==> config.mk <==
export PLATFORM = sky130hd
export DESIGN_NAME = sar_sequencer
export DESIGN_NICKNAME = d
export VERILOG_FILES = /design/src/rtl/sar_sequencer.sv
export SDC_FILE = /design/constraint.sdc
export NUM_CORES = 1
export LEC_CHECK = 0
export ABC_AREA = 1
export BUFFER_PORTS_ARGS = -buffer_cell sky130_fd_sc_hd__buf_2
export CAP_MARGIN = 15
export CORE_MARGIN = 2
export CORE_UTILIZATION = 30
export DETAILED_ROUTE_END_ITERATION = 8
export MAX_ROUTING_LAYER = met4
export PLACE_DENSITY = 0.47
export SLEW_MARGIN = 15
export SYNTH_ARGS = -nofsm -noshare
export SYNTH_HDL_FRONTEND = slang
export SYNTH_SLANG_ARGS = --single-unit
==> constraint.sdc <==
create_clock -name clk -period 3.4 [get_ports clk]
set_input_delay 0.68 -clock clk [delete_from_list [all_inputs] [get_ports clk]]
set_output_delay 0.68 -clock clk [all_outputs]
set_load 0.02 [all_outputs]
==> src/rtl/sar_sequencer.sv <==
// rtl/sar_sequencer.sv - SAR conversion sequencer: strobe generation, MSB-first capture, valid/ready result port
module sar_sequencer #(
    parameter int Ndac          = 16,
    parameter int INIT_CYCLES   = 2,
    parameter int SETTLE_CYCLES = 1,
    parameter bit COMP_INV      = 1'b0
) (
    input  logic            clk,
    input  logic            rst,
    input  logic            start,
    input  logic            comp,
    output logic            clk_init,
    output logic            clk_update,
    output logic            clk_comp,
    output logic            busy,
    output logic [Ndac-1:0] result,
    output logic            result_valid,
    input  logic            result_ready,
    output logic            overrun
);

    localparam int BW   = $clog2(Ndac);
    localparam int CMAX = (INIT_CYCLES > SETTLE_CYCLES) ? INIT_CYCLES : SETTLE_CYCLES;
    localparam int CW   = (CMAX > 1) ? $clog2(CMAX) : 1;

    localparam logic [CW-1:0] INIT_LAST   = CW'(INIT_CYCLES - 1);
    localparam logic [CW-1:0] SETTLE_LAST = CW'(SETTLE_CYCLES - 1);
    localparam logic [BW-1:0] BIT_LAST    = BW'(Ndac - 1);

    typedef enum logic [2:0] {
        ST_IDLE   = 3'd0,
        ST_INIT   = 3'd1,
        ST_SETTLE = 3'd2,
        ST_COMP   = 3'd3,
        ST_SAMPLE = 3'd4,
        ST_UPDATE = 3'd5,
        ST_DONE   = 3'd6
    } state_t;

    state_t            state_q, state_d;
    logic [CW-1:0]     cnt_q, cnt_d;
    logic [BW-1:0]     bit_q, bit_d;
    logic [Ndac-1:0]   shift_q, shift_d;
    logic [Ndac-1:0]   result_q, result_d;
    logic              valid_q, valid_d;
    logic              overrun_q, overrun_d;
    logic              clk_init_q, clk_update_q, clk_comp_q, busy_q;

    // State, datapath and strobe registers; strobes are decoded from the next state so
    // each one is a flop that is high exactly while the FSM sits in the matching state.
    always_ff @(posedge clk) begin
        if (rst) begin
            state_q      <= ST_IDLE;
            cnt_q        <= '0;
            bit_q        <= '0;
            shift_q      <= '0;
            result_q     <= '0;
            valid_q      <= 1'b0;
            overrun_q    <= 1'b0;
            clk_init_q   <= 1'b0;
            clk_update_q <= 1'b0;
            clk_comp_q   <= 1'b0;
            busy_q       <= 1'b0;
        end else begin
            state_q      <= state_d;
            cnt_q        <= cnt_d;
            bit_q        <= bit_d;
            shift_q      <= shift_d;
            result_q     <= result_d;
            valid_q      <= valid_d;
            overrun_q    <= overrun_d;
            clk_init_q   <= (state_d == ST_INIT);
            clk_update_q <= (state_d == ST_UPDATE);
            clk_comp_q   <= (state_d == ST_COMP);
            busy_q       <= (state_d != ST_IDLE);
        end
    end

    // Next-state, counters, capture and result handshake.
    always_comb begin
        state_d   = state_q;
        cnt_d     = '0;
        bit_d     = bit_q;
        shift_d   = shift_q;
        result_d  = result_q;
        valid_d   = valid_q;
        overrun_d = overrun_q;

        // A consumer handshake drains the result unless DONE reloads it below.
        if (valid_q && result_ready) begin
            valid_d = 1'b0;
        end

        case (state_q)
            ST_IDLE: begin
                if (start) begin
                    state_d = ST_INIT;
                end
            end
            ST_INIT: begin
                shift_d = '0;
                bit_d   = '0;
                if (cnt_q == INIT_LAST) begin
                    state_d = ST_SETTLE;
                end else begin
                    cnt_d = cnt_q + CW'(1);
                end
            end
            ST_SETTLE: begin
                if (cnt_q == SETTLE_LAST) begin
                    state_d = ST_COMP;
                end else begin
                    cnt_d = cnt_q + CW'(1);
                end
            end
            ST_COMP: begin
                state_d = ST_SAMPLE;
            end
            ST_SAMPLE: begin
                // Shifting left places the first decision in the MSB after Ndac captures.
                shift_d = {shift_q[Ndac-2:0], comp ^ COMP_INV};
                state_d = ST_UPDATE;
            end
            ST_UPDATE: begin
                if (bit_q == BIT_LAST) begin
                    state_d = ST_DONE;
                end else begin
                    bit_d   = bit_q + BW'(1);
                    state_d = ST_SETTLE;
                end
            end
            ST_DONE: begin
                result_d = shift_q;
                valid_d  = 1'b1;
                if (valid_q && !result_ready) begin
                    overrun_d = 1'b1;
                end
                state_d = ST_IDLE;
            end
            default: begin
                state_d = ST_IDLE;
            end
        endcase
    end

    assign clk_init     = clk_init_q;
    assign clk_update   = clk_update_q;
    assign clk_comp     = clk_comp_q;
    assign busy         = busy_q;
    assign result       = result_q;
    assign result_valid = valid_q;
    assign overrun      = overrun_q;

endmodule

==> flow_summary.ini <==
[global_routing]
grt_pass1_wl_mm = 5.95
grt.overflow.total = 0
grt_max_degree = 34
use_met3_pct = 3.48
use_met2_pct = 18.7
grt-busiest-layer = met2
grt_pass1_vias = 1302
grt_use_met1_pct = 15.1
antenna_found_initial = 0
track_usage_pct = 12.2

[floorplan]
coreArea_mm2 = 0.00554
fp.dieW_um = 80.2
ios = 27
die-area_mm2 = 0.00643
start_util_pct = 31.4
die_h_um = 80.2
num_rows = 27

[clocking]
clkLatencyLatePin_ns = 0.30
hold_buffers = 0
cts_tree = built
cts.sinks = 46
post_cts_resized = 0
clock_path_buffers = 2
ctsHtreeMaxLevel = 2
clk_pin_slew_worst_paths_ns = 0.08
clockRootBuffer = clkbuf_8
cts_buffers = 5
cts_setup_buffers = 0

[critical_path]
critPathArrivalTime_ns = 2.05
cp-start-kind = register
cp_max_fo = 33
cp-end-kind = register
worst_ep_required_time_ns = 3.60
worst-setup-path-type = register to register

[logic_synthesis]
synth_top_area_cell = dfxtp_1
synth.distinct_cells = 25
syn-cell-area_mm2 = 0.00174
synth.avg_cell_area_um2 = 8.06
syn_inst = 216
yosysTopAreaCellShare_pct = 52.9
ys_seq_area_share_pct = 52.9
synth_warnings = 0
syn_nets = 222
synthTopCellsByArea = dfxtp_1 53%, inv_1 8.2%, a21oi_1 6.6%, nor2_1 6.0%, o22ai_1 5.0%
synth-seq-cells = 46

[outcome]
status = finished clean

[pwr]
powerDensity_mw_per_mm2 = 530
ir_worst_vdd_mv = 0.223
total_power_w = 0.00108
cellLeakagePower_nw = 0.844

[timing]
rsz0062_at_grt = false
fmaxAchievable_mhz = 540
fin_setup_tns_ns = 0
min_period_ns = 1.85
hold_slack_ns = 0.481
hold_violations = 0
tightestPinTransition_ns = 1.01
fin_skew_ns = 0.00505
fin_crit_sh_pct = 54.5
drv_slew = 0
setup_viol = 0
slew-limit-headroom_pct = 32.3

[run]
cap_violations = 0

[worst_hold_path]
hp-class = register to register

[detailed_routing]
viasPerCell = 4.38
ant_nets = 0
detail_route.wl_per_cell_um = 10.7
wl_mm = 3.35
vias = 1368
drtIter0Drc = 41
drt-pass1-iter-count = 4
drc = 0

[finish]
diodes = 0
drive_above_1_share_pct = 17.5
syn_to_final_growth_pct = 17.3
final_area_mm2 = 0.00204
design.final.nets = 245

[place]
place_area_mm2 = 0.00190
place_hpwl_mm = 2.24
finalWeightedCongestion = 0.793
port_buffers = 26
==> registers in the layout (all words and copies together) (netlist names), 3 cells and up <==
| register | flops |
|---|---|
| state_q | 3 |
| result | 16 |
| bit_q | 4 |
| shift_q | 16 |
==> worst paths after layout <==
kind | slack (ns) | endpoint | depth (start not counted) | startpoint
setup / recovery | 1.55 | result[15] | 5 | state_q[2]
hold / removal | 0.48 | overrun | 2 | overrun
setup reg to reg | 1.55 | result[15] | 5 | state_q[2]
hold reg to reg | 0.48 | overrun | 2 | overrun
==> final cells by class <==
type | instances | area (µm²)
inverters | 40 | 150
fillers | 616 | 3500
multi-input cells | 120 | 612
repair buffers | 26 | 130
clock buffers | 5 | 68.8
clock inverters | 3 | 68.8
well taps | 72 | 90.1
flip-flops and latches | 46 | 921
==> critical path, cell delays in order (launching register included) <==
cell     delay (ns)
dfxtp_1        0.50
inv_2          0.14
nor3_4         0.79
inv_1          0.14
nor2_1         0.13
nor2_1         0.05
==> cells in the mapped netlist <==
library cell,n
o21ai_1,3
dfxtp_1,46
nor3_4,1
clkbuf_1,2
buf_1,1
inv_1,38
nand2_4,2
o21bai_1,1
o21ai_0,14
nor2_2,2
nand2_1,12
nand2_2,1
nor2_1,28
nand4_1,1
nand3_1,13
inv_2,2
buf_4,2
a31oi_1,1
a21oi_1,23
o22ai_1,14
nor3_1,2
xor2_1,1
buf_6,1
buf_2,4
ha_1,1
==> layer usage <==
| metal | up-vias | part of all wire [%] |
|---|---|---|
| met3 | 7 | 5.2 |
| met1 | 595 | 50 |
| met4 | 0 | 1.8 |
| met5 | - | 0 |
| li1 | 738 | - |
| met2 | 28 | 42 |
==> layout by cell type (no fill, tap or decap), drive strengths merged <==
cell type / netlist / layout
nor2: 30 / 30
nor3: 3 / 3
a31oi: 1 / 1
o21ai: 17 / 17
o22ai: 14 / 14
clkbuf: 2 / 5
clkinv: 0 / 1
dfxtp: 46 / 46
o21bai: 1 / 1
buf: 8 / 26
nand2: 15 / 15
nand3: 13 / 13
xor2: 1 / 1
a21oi: 23 / 23
nand4: 1 / 1
inv: 40 / 40
bufinv: 0 / 2
ha: 1 / 1
==> report_power, final <==
group	switching, W	internal [W]	total (W)
logic	0.0000377	0.0000148	0.0000525
registers	0.00000560	0.000545	0.000550
clock network	0.000184	0.000294	0.000478
total	0.000227	0.000854	0.00108
==> kinds of logic after synthesis <==
group / count (synthesis) / synth area share, %
and+or+nand+nor: 62 / 16.6
DFF: 46 / 52.9
buffers and inverters: 50 / 11.9
AOI/OAI and AO/OA: 56 / 17.3
xor gates and xnor gates: 1 / 0.503
adders and majority gates: 1 / 0.719
==> per-stage QoR <==
stage | worst slack [ns] | utilization (%) | instances
final | 1.55 | 36.8 | 312
after global routing | 1.29 | 36.8 | 312
after CTS | 1.50 | 36.8 | 312
after detailed placement | 1.42 | 34.3 | 304
after global placement | 1.45 | 34.3 | 304
after floorplan | 1.92 | - | 216
Power figures use the tool's default switching activity.
